**config.mk**
```make
export PLATFORM = sky130hd
export DESIGN_NAME = seg_scan_ctrl
export DESIGN_NICKNAME = d
export VERILOG_FILES = /design/src/rtl/seg_pkg.sv /design/src/rtl/seg_hex_dec.sv /design/src/rtl/seg_scan_tick.sv /design/src/rtl/seg_scan_ctrl.sv
export SDC_FILE = /design/constraint.sdc
export NUM_CORES = 1
export LEC_CHECK = 0
export CAP_MARGIN = 20
export CORE_MARGIN = 2
export CORE_UTILIZATION = 38
export CTS_BUF_LIST = sky130_fd_sc_hd__clkbuf_4
export CTS_CLUSTER_SIZE = 30
export DETAILED_ROUTE_END_ITERATION = 16
export SLEW_MARGIN = 30
export SYNTH_ARGS = -nofsm -noshare
export SYNTH_HDL_FRONTEND = slang
export SYNTH_SLANG_ARGS = --single-unit
export TNS_END_PERCENT = 50
```
**constraint.sdc**
```tcl
create_clock -name clk -period 2.28 [get_ports clk]
set_input_delay 0.456 -clock clk [delete_from_list [all_inputs] [get_ports clk]]
set_output_delay 0.456 -clock clk [all_outputs]
set_load 0.01 [all_outputs]
```
**src/rtl/seg_pkg.sv**
```systemverilog
// Shared definitions for the 7-segment scan controller.
//   SEG_OFF     : active-low segment pattern with every segment dark
//   seg_state_e : slot phase, blanking gap or digit drive
//   clog2       : ceiling log2 used to size index/counter registers
package seg_pkg;

  localparam logic [6:0] SEG_OFF = 7'h7F;

  typedef enum logic {
    ST_BLANK = 1'b0,
    ST_DRIVE = 1'b1
  } seg_state_e;

  // Ceiling log2, never less than 1 so the result can size a register
  function automatic int clog2(input int unsigned v);
    int r;
    r = 32'sd1;
    for (int i = 1; i < 32; i++) begin
      if ((32'd1 << i) < v) begin
        r = i + 32'sd1;
      end else begin
        r = r;
      end
    end
    return r;
  endfunction

endpackage

```
**src/rtl/seg_hex_dec.sv**
```systemverilog
// Nibble to hex glyph decoder, shared by all digits.
//   nibble : 4-bit hex value
//   seg    : segments a..g as [0]..[6], active-high (1 = lit)
module seg_hex_dec (
  input  logic [3:0] nibble,
  output logic [6:0] seg
);

  // Standard hex glyph table (b and d lower-case)
  always_comb begin
    seg = 7'h00;
    case (nibble)
      4'h0:    seg = 7'h3F;
      4'h1:    seg = 7'h06;
      4'h2:    seg = 7'h5B;
      4'h3:    seg = 7'h4F;
      4'h4:    seg = 7'h66;
      4'h5:    seg = 7'h6D;
      4'h6:    seg = 7'h7D;
      4'h7:    seg = 7'h07;
      4'h8:    seg = 7'h7F;
      4'h9:    seg = 7'h6F;
      4'hA:    seg = 7'h77;
      4'hB:    seg = 7'h7C;
      4'hC:    seg = 7'h39;
      4'hD:    seg = 7'h5E;
      4'hE:    seg = 7'h79;
      4'hF:    seg = 7'h71;
      default: seg = 7'h00;
    endcase
  end

endmodule

```
**src/rtl/seg_scan_tick.sv**
```systemverilog
// Digit slot timer: counts CLK_DIV cycles per slot, the first BLANK_CYC
// of them in ST_BLANK and the rest in ST_DRIVE.
//   clk, reset_n : clock, asynchronous active-low reset
//   state        : current slot phase (registered)
//   slot_end     : high during the last cycle of a slot
module seg_scan_tick
  import seg_pkg::*;
#(
  parameter int CLK_DIV   = 50000,
  parameter int BLANK_CYC = 64
) (
  input  logic       clk,
  input  logic       reset_n,
  output seg_state_e state,
  output logic       slot_end
);

  localparam int CNT_W = clog2(CLK_DIV);
  localparam logic [CNT_W-1:0] CNT_LAST   = CNT_W'(CLK_DIV - 1);
  localparam logic [CNT_W-1:0] BLANK_LAST = CNT_W'(BLANK_CYC - 1);

  logic [CNT_W-1:0] cnt_r;
  seg_state_e       state_r;

  // Slot counter and phase; DRIVE starts once the blanking gap has elapsed
  always_ff @(posedge clk or negedge reset_n) begin
    if (!reset_n) begin
      cnt_r   <= '0;
      state_r <= ST_BLANK;
    end else if (cnt_r == CNT_LAST) begin
      cnt_r   <= '0;
      state_r <= ST_BLANK;
    end else begin
      cnt_r <= cnt_r + CNT_W'(1);
      if (cnt_r == BLANK_LAST) begin
        state_r <= ST_DRIVE;
      end else begin
        state_r <= state_r;
      end
    end
  end

  assign state    = state_r;
  assign slot_end = (cnt_r == CNT_LAST);

endmodule

```
**src/rtl/seg_scan_ctrl.sv**
```systemverilog
// Time-multiplexed 7-segment display controller with double-buffered
// hex value, frame-boundary swap and optional leading-zero suppression.
//   clk, reset_n : clock, asynchronous active-low reset
//   load         : strobe, capture value/dp_in into the pending buffer
//   value        : packed nibbles, nibble 0 = rightmost digit
//   dp_in        : decimal point per digit, 1 = lit
//   lz_suppress  : blank leading zeros, sampled at frame swap
//   load_ack     : one-cycle pulse when pending data is taken for display
//   dig_sel_n    : active-low digit enables, at most one low
//   seg_n, dp_n  : active-low segments a..g and decimal point
module seg_scan_ctrl
  import seg_pkg::*;
#(
  parameter int N_DIGITS  = 4,
  parameter int CLK_DIV   = 50000,
  parameter int BLANK_CYC = 64
) (
  input  logic                  clk,
  input  logic                  reset_n,
  input  logic                  load,
  input  logic [4*N_DIGITS-1:0] value,
  input  logic [N_DIGITS-1:0]   dp_in,
  input  logic                  lz_suppress,
  output logic                  load_ack,
  output logic [N_DIGITS-1:0]   dig_sel_n,
  output logic [6:0]            seg_n,
  output logic                  dp_n
);

  localparam int IDX_W = clog2(N_DIGITS);
  localparam logic [IDX_W-1:0] IDX_LAST = IDX_W'(N_DIGITS - 1);

  seg_state_e            state_s;
  logic                  slot_end_s;
  logic [IDX_W-1:0]      idx_r;
  logic [4*N_DIGITS-1:0] disp_val_r;
  logic [N_DIGITS-1:0]   disp_dp_r;
  logic                  lz_r;
  logic [4*N_DIGITS-1:0] pend_val_r;
  logic [N_DIGITS-1:0]   pend_dp_r;
  logic                  pend_r;
  logic                  ack_r;
  logic [N_DIGITS-1:0]   dig_sel_n_r;
  logic [6:0]            seg_n_r;
  logic                  dp_n_r;
  logic                  swap_s;
  logic [3:0]            nib_s;
  logic [6:0]            glyph_s;
  logic                  dp_sel_s;
  logic [N_DIGITS-1:0]   blank_mask_s;
  logic [N_DIGITS-1:0]   onehot_s;
  logic                  zero_above_s;
  logic                  show_s;

  seg_scan_tick #(
    .CLK_DIV  (CLK_DIV),
    .BLANK_CYC(BLANK_CYC)
  ) u_tick (
    .clk     (clk),
    .reset_n (reset_n),
    .state   (state_s),
    .slot_end(slot_end_s)
  );

  // Swap only on the last cycle of the last digit, so a frame never tears
  assign swap_s = slot_end_s && (idx_r == IDX_LAST) && pend_r;

  assign nib_s    = disp_val_r[{idx_r, 2'b00} +: 4];
  assign dp_sel_s = disp_dp_r[idx_r];

  seg_hex_dec u_dec (
    .nibble(nib_s),
    .seg   (glyph_s)
  );

  // Leading-zero mask: digit k blanked when it and every higher nibble is zero
  always_comb begin
    blank_mask_s = '0;
    zero_above_s = 1'b1;
    for (int k = N_DIGITS - 1; k >= 0; k--) begin
      zero_above_s = zero_above_s && (disp_val_r[4*k +: 4] == 4'h0);
      if (lz_r && (k != 0) && zero_above_s) begin
        blank_mask_s[k] = 1'b1;
      end else begin
        blank_mask_s[k] = 1'b0;
      end
    end
  end

  // One-hot of the current digit index
  always_comb begin
    onehot_s        = '0;
    onehot_s[idx_r] = 1'b1;
  end

  assign show_s = (state_s == ST_DRIVE) && !blank_mask_s[idx_r];

  // Digit index advances at every slot end, wrapping after the last digit
  always_ff @(posedge clk or negedge reset_n) begin
    if (!reset_n) begin
      idx_r <= '0;
    end else if (slot_end_s) begin
      idx_r <= (idx_r == IDX_LAST) ? '0 : idx_r + IDX_W'(1);
    end else begin
      idx_r <= idx_r;
    end
  end

  // Pending/display buffers; a load on the swap cycle stays pending for the next frame
  always_ff @(posedge clk or negedge reset_n) begin
    if (!reset_n) begin
      pend_val_r <= '0;
      pend_dp_r  <= '0;
      pend_r     <= 1'b0;
      disp_val_r <= '0;
      disp_dp_r  <= '0;
      lz_r       <= 1'b0;
      ack_r      <= 1'b0;
    end else begin
      if (load) begin
        pend_val_r <= value;
        pend_dp_r  <= dp_in;
      end else begin
        pend_val_r <= pend_val_r;
        pend_dp_r  <= pend_dp_r;
      end
      if (swap_s) begin
        disp_val_r <= pend_val_r;
        disp_dp_r  <= pend_dp_r;
        lz_r       <= lz_suppress;
      end else begin
        disp_val_r <= disp_val_r;
        disp_dp_r  <= disp_dp_r;
        lz_r       <= lz_r;
      end
      pend_r <= load ? 1'b1 : (swap_s ? 1'b0 : pend_r);
      ack_r  <= swap_s;
    end
  end

  // Registered pin drivers, everything dark unless the digit is being shown
  always_ff @(posedge clk or negedge reset_n) begin
    if (!reset_n) begin
      dig_sel_n_r <= '1;
      seg_n_r     <= SEG_OFF;
      dp_n_r      <= 1'b1;
    end else if (show_s) begin
      dig_sel_n_r <= ~onehot_s;
      seg_n_r     <= ~glyph_s;
      dp_n_r      <= ~dp_sel_s;
    end else begin
      dig_sel_n_r <= '1;
      seg_n_r     <= SEG_OFF;
      dp_n_r      <= 1'b1;
    end
  end

  assign load_ack  = ack_r;
  assign dig_sel_n = dig_sel_n_r;
  assign seg_n     = seg_n_r;
  assign dp_n      = dp_n_r;

endmodule

```
==> impl_metrics.ini, run 1 <==
[sta]
setup_violations = 0
fin_skew_ns = 0.01014
maxSlewViolCount = 0
fin_crit_sh_pct = 92.96
min_period_ns = 2.119
max_clock_freq_mhz = 471.8
finalSetupTns_ns = 0
tightestPinTransition_ns = 0.5049
grt_setup_unrepaired = no
hold_violations = 0
relSlewSlack_pct = 66.19

[power]
pwr-share-comb_pct = 4.7
power.leakage_nw = 1.773
p_total_mw = 2.404
clock_power_share_pct = 38.4
p_per_area_nw_per_um2 = 583.8
switching_share_pct = 22.63
max-vdd-ir-drop_mv = 0.3414
p_seq_share_pct = 56.9
internal-power_mw = 1.860
p_switching_mw = 0.5440

[logic_synthesis]
synth_area_leader_cell = dfrtp_1
yosys.area.top_type_share_pct = 45.21
yosys.cell_types.count = 37
ys_seq_area_share_pct = 54.39
syn_area_per_cell_um2 = 12.85
syn-num-nets = 302
ys_top_cells_by_area = dfrtp_1 45%, mux2_2 14%, dfstp_2 9.2%
netlist_area_um2 = 3432
yosysWarnings = 0
synth-seq-cells = 74
syn_inst = 267

[grt]
grt_pass1_wl_mm = 11.21
gr-total-overflow = 0
grt_max_degree = 75
grt_pass1_vias = 2231
grt_usage_pct = 14.38
antenna_found_initial = 0

[clock_tree]
cts_tree = yes
cts_setup_buffers = 0
clk_pin_slew_ns = 0.13
insertion_delay_ns = 0.42
clock_path_buffers = 2
cts_sinks = 74
cts_buffers = 9
h-tree-depth = 3
cts_root_buf = clkbuf_4
ctsHoldBuffers = 0

[detailed_routing]
wirelength_mm = 6.279
avgRoutedWirePerCell_um = 14.81
dr.pass1.iters = 4
route.detailed.drc = 0
via_per_inst = 5.193
route.vias.total = 2202
final_antenna_net_count = 0
drtIter0Drc = 111

[worst_setup_path]
max_stage_delay_ns = 0.57
crit_type = reg2reg
cp.required_ns = 2.64
cp_slowest_cell = mux4_2
crit_path_end_kind = register
crit_chain = mux4_2, inv_1, ha_2, mux2i_1, a221oi_1, o31ai_1, nand4_1
crit_fanout = 10
cp.arrival_ns = 2.48
cp-start-kind = register

[final_layout]
n_antenna_cell = 0
multi_input_area_um2 = 1470
area_growth_pct = 19.98
seq_area_um2 = 1868
num-nets-final = 346
fill_cells = 799
drive_gt1_share_pct = 29.11

[die]
die_width_um = 99.04
std_cell_rows = 34
dieArea_um2 = 9808
coreArea_um2 = 8721
initial_utilization_pct = 39.35
io_pins = 37
dieHeight_um = 99.04

[placed_design]
gp_congestion = 0.7961
post-dp-hpwl_mm = 4.355
io_buffer_count = 36

[run]
cap_violations = 0

[worst_hold_path]
min_path_type = in2async

[outcome]
status = complete, no violations
==> Yosys cell counts <==
library cell and n:
a21oi_1 3, a221oi_1 1, a22oi_1 1, a2bb2oi_1 1
and3_1 3, buf_2 3, buf_6 2, clkbuf_1 8
dfrtp_1 62, dfstp_2 12, ha_1 11, inv_1 8
mux2_1 3, mux2_2 44, mux2i_1 7, mux4_2 5
nand2_1 13, nand2b_1 1, nand3_1 14, nand4_1 2
nor2_1 12, nor2_2 1, nor2b_1 2, nor3_1 4
nor3_4 1, nor3b_1 2, nor4_1 6, o2111ai_1 3
o211ai_1 2, o21ai_0 5, o21bai_1 1, o22a_1 1
o31ai_1 3, or3_1 2, or4_1 5, xnor2_1 7
xor2_1 6
==> critical path: cells and delay by family, from the launching register on <==
family / cells / cell delay (ns)
mux: 2 / 0.66
compound gates: 2 / 0.46
flops: 1 / 0.44
fa+ha+maj: 1 / 0.28
simple gates: 1 / 0.11
buf+inv: 1 / 0.10
==> power by group through the flow <==
stage	registers, mW	clock network [mW]	logic [mW]
final	1.37	0.924	0.113
after global routing	1.37	1.03	0.126
after CTS	1.37	0.953	0.117
after detailed placement	1.39	0	0.117
after floorplan	1.38	0	0.0427
after global placement	1.39	0	0.116
==> cell type report <==
class | count | area share (%)
sequential | 74 | 45.37
multi-input combinational | 172 | 35.70
timing repair buffer | 46 | 11.00
tap | 108 | 3.282
clock inverter | 7 | 2.279
clock buffer | 9 | 1.641
inverter | 8 | 0.7293
==> layout by cell type, fill, tap and decap left out, types with 2 or more instances in the layout <==
cell type	synthesis	final
or4_1	5	5
nor2_1	12	12
o21ai_0	5	5
mux2i_1	7	7
dfrtp_1	62	61
clkinv_2	0	2
nor4_1	6	6
nand3_1	14	14
clkdlybuf4s50_1	0	35
a21oi_1	3	3
mux4_2	5	5
clkbuf_4	0	9
ha_1	11	10
buf_12	0	2
bufinv_16	0	2
buf_4	0	7
mux2_1	3	3
inv_1	8	8
nor2b_1	2	2
xnor2_1	7	7
nor3b_1	2	2
or3_1	2	2
xor2_1	6	6
buf_2	3	2
nand2_1	13	13
clkinvlp_4	0	2
o211ai_1	2	2
mux2_2	44	44
nand4_1	2	2
dfstp_2	12	12
o2111ai_1	3	3
and3_1	3	3
o31ai_1	3	3
nor3_1	4	4
==> sequential cells by signal, summed over array words and instances, names as in the netlist <==
register      flops
disp_dp_r         4
dig_sel_n         4
disp_val_r       16
u_tick.state      1
dp_n              1
load_ack          1
pend_dp_r         4
seg_n             7
idx_r             2
pend_val_r       16
u_tick.cnt_r     16
pend_r            1
lz_r              1
==> per-layer routing <==
metal  up-vias  wire length [um]  GRT usage [%]
met2        56              2734          20.63
met1      1090              3150          21.20
li1       1050                 -              -
met5         -                 0              0
met3         6               302          3.404
met4         0                91          5.374
==> timing repair <==
item,4_1_cts,5_1_grt
resized for setup,0,2
endpoints found under the hold margin,0,0
endpoints found under the setup margin,0,1
==> final timing paths <==
kind | start | slack, ns | depth (start not counted) | end
hold / removal | reset_n | 0.03 | 2 | pend_dp_r[1]$_DFFE_PN0P_
min in group clk | u_tick.cnt_r[0]$_DFF_PN0_ | 0.48 | 1 | u_tick.cnt_r[0]$_DFF_PN0_
setup reg to reg | idx_r[0]$_DFFE_PN0N_ | 0.16 | 7 | seg_n[0]$_DFF_PN1_
hold reg to reg | u_tick.cnt_r[0]$_DFF_PN0_ | 0.48 | 1 | u_tick.cnt_r[0]$_DFF_PN0_
max in group asynchronous | reset_n | 1.90 | 2 | dig_sel_n[2]$_DFF_PN1_
setup / recovery | idx_r[0]$_DFFE_PN0N_ | 0.16 | 7 | seg_n[0]$_DFF_PN1_
==> kinds of logic (layout without fill, tap and decap cells) <==
family / after synthesis / count (layout) / share of synthesized area, %
compound gates: 21 / 21 / 4.229
xor+xnor: 13 / 13 / 3.318
fa+ha+maj: 11 / 11 / 4.010
buf+inv: 21 / 70 / 2.843
flops: 74 / 74 / 54.39
mux: 59 / 59 / 20.74
simple gates: 68 / 68 / 10.46
==> per-stage QoR <==
step	hold WS [ns]	instances	util (%)	setup WS (ns)	area (um^2)
final	0.03114	424	47.22	0.1606	4118
after global routing	0.03987	424	47.22	0.02397	4118
after CTS	0.02936	423	47.12	0.01953	4109
after detailed placement	0.4775	407	45.27	0.05408	3948
after global placement	0.4487	407	45.27	0.1934	3948
after floorplan	0.1604	267	-	0.00008105	3432
No activity file was read; power rests on OpenSTA's default activity.
==> inputs of run 2 (changes only) <==
==> constraint.sdc (replaced) <==
create_clock -name clk -period 1.8 [get_ports clk]
set_input_delay 0.36 -clock clk [delete_from_list [all_inputs] [get_ports clk]]
set_output_delay 0.36 -clock clk [all_outputs]
set_load 0.01 [all_outputs]
==> run 2 against run 1 <==
  * The run now ends with setup timing left
  * Combinational power increased by 38%
  * Register-to-register slack worse by 0.35 ns
  * Worst hold slack improved by 0.38 ns
  * Clock skew decreased by 0.00081 ns
  * Largest cell class unchanged
  * Largest power group unchanged
==> impl_metrics.ini, run 2 (synthesis results as in run 1) <==
[sta]
relSlewSlack_pct = 66.19
grt_setup_unrepaired = yes
layout_setup_ws_ns = -0.1871
fin_skew_ns = 0.009330
setup_violations = 28
maxSlewViolCount = 0
max_clock_freq_mhz = 503.2
min_period_ns = 1.987
finalSetupTns_ns = -2.704
hold_violations = 0
fin_crit_sh_pct = 110.4
tightestPinTransition_ns = 0.5071

[final_layout]
final_common_cell = dfrtp_1
fill_cells = 738
seq_area_um2 = 1868
multi_input_area_um2 = 1683
drive_gt1_share_pct = 46.45
area_growth_pct = 40.07
n_antenna_cell = 0
final_cell_mix = 61 x dfrtp_1, 47 x buf_4, 25 x mux2_2
layoutNonFillerInstCount = 474
num-nets-final = 396
final_util_pct = 55.12
stdcell_area_um2 = 4807
top_regs = disp_val_r (16), pend_val_r (16), u_tick.cnt_r (16)

[power]
max-vdd-ir-drop_mv = 0.4401
p_per_area_nw_per_um2 = 645.5
power.leakage_nw = 2.075

[outcome]
status = finished, violations left
violations = setup timing

[worst_setup_path]
cp-start-kind = register
cpMostUsedCell = buf_4
cp.required_ns = 2.15
crit_type = reg2reg
crit_fanout = 5
max_stage_delay_ns = 0.50
crit_path_end_kind = register
cp.arrival_ns = 2.34
cp_slowest_cell = mux4_2
cp.buffers_inverters = 3
crit_chain = buf_4, buf_4, buf_6, mux4_2, mux2_4, a22oi_2, nand3_1
crit_family = multiplexers

[die]
coreArea_um2 = 8721
initial_utilization_pct = 39.35
die_width_um = 99.04
dieArea_um2 = 9808
dieHeight_um = 99.04
io_pins = 37
std_cell_rows = 34

[placed_design]
post-dp-hpwl_mm = 4.967
dp_cells = 445
gp_congestion = 0.8043
dpl-instance-area_um2 = 4297
io_buffer_count = 36

[clock_tree]
cts_tree = yes
clk_pin_slew_ns = 0.13
clock_path_buffers = 2
cts_root_buf = clkbuf_4
insertion_delay_ns = 0.43
h-tree-depth = 3
cts_buffers = 9
cts_sinks = 74

[grt]
grt_pass1_wl_mm = 12.47
grt_usage_pct = 16.13
antenna_found_initial = 0
gr-total-overflow = 0
grt_max_degree = 30
grt_pass1_vias = 2490

[detailed_routing]
route.detailed.drc = 0
via_per_inst = 5.171
final_antenna_net_count = 0
route.vias.total = 2451
wirelength_mm = 7.647
avgRoutedWirePerCell_um = 16.13
drtIter0Drc = 128
dr.pass1.iters = 4

[run]
cap_violations = 0

[worst_hold_path]
min_path_type = in2async
run 2: power by group:
group / total (mW) / internal (mW) / switching, mW
clock network: 1.21 / 0.577 / 0.635
logic: 0.156 / 0.0977 / 0.0585
registers: 1.73 / 1.71 / 0.0261
run 2: cell type report:
class | count | share of cell area, %
flip-flops and latches | 74 | 38.86
multi-input cells | 172 | 35.01
repair buffers | 96 | 19.10
well taps | 108 | 2.811
clock inverters | 7 | 2.082
clock buffers | 9 | 1.406
inverters | 8 | 0.7288
run 2: per-layer routing:
metal	track usage [%]	wire length, um	up-vias
li1	-	-	1154
met1	21.84	3537	1230
met2	24.69	3666	57
met3	4.326	282	10
met4	6.533	161	0
met5	0	0	-
run 2: stage by stage:
stage / total power [mW] / setup slack [ns] / hold slack, ns
after floorplan: 1.808 / -0.2287 / 0.06441
after global placement: 1.920 / -0.1098 / 0.3563
after detailed placement: 1.922 / -0.1635 / 0.3593
after CTS: 3.146 / -0.1252 / 0.3933
after global routing: 3.253 / -0.2226 / 0.4145
final: 3.103 / -0.1871 / 0.4156
run 2: what timing repair did:
action | CTS | global route
endpoints found under the setup margin | 41 | 33
gates resized for setup | 32 | 29
setup buffers | 5 | 5
hold endpoints to repair | 14 | 0
cloned | 0 | 2
pin swaps | 7 | 8
hold buffers | 1 | 0
run 2: worst paths after layout:
| check | startpoint | end | slack (ns) | cells after the start |
|---|---|---|---|---|
| setup / recovery | idx_r[0]$_DFFE_PN0N_ | seg_n[6]$_DFF_PN1_ | -0.19 | 7 |
| hold / removal | reset_n | pend_dp_r[3]$_DFFE_PN0P_ | 0.42 | 2 |
| setup reg to reg | idx_r[0]$_DFFE_PN0N_ | seg_n[6]$_DFF_PN1_ | -0.19 | 7 |
| hold reg to reg | pend_dp_r[0]$_DFFE_PN0P_ | disp_dp_r[0]$_DFFE_PN0P_ | 0.52 | 1 |
| max in group asynchronous | reset_n | seg_n[1]$_DFF_PN1_ | 0.79 | 3 |
| min in group clk | pend_dp_r[0]$_DFFE_PN0P_ | disp_dp_r[0]$_DFFE_PN0P_ | 0.52 | 1 |
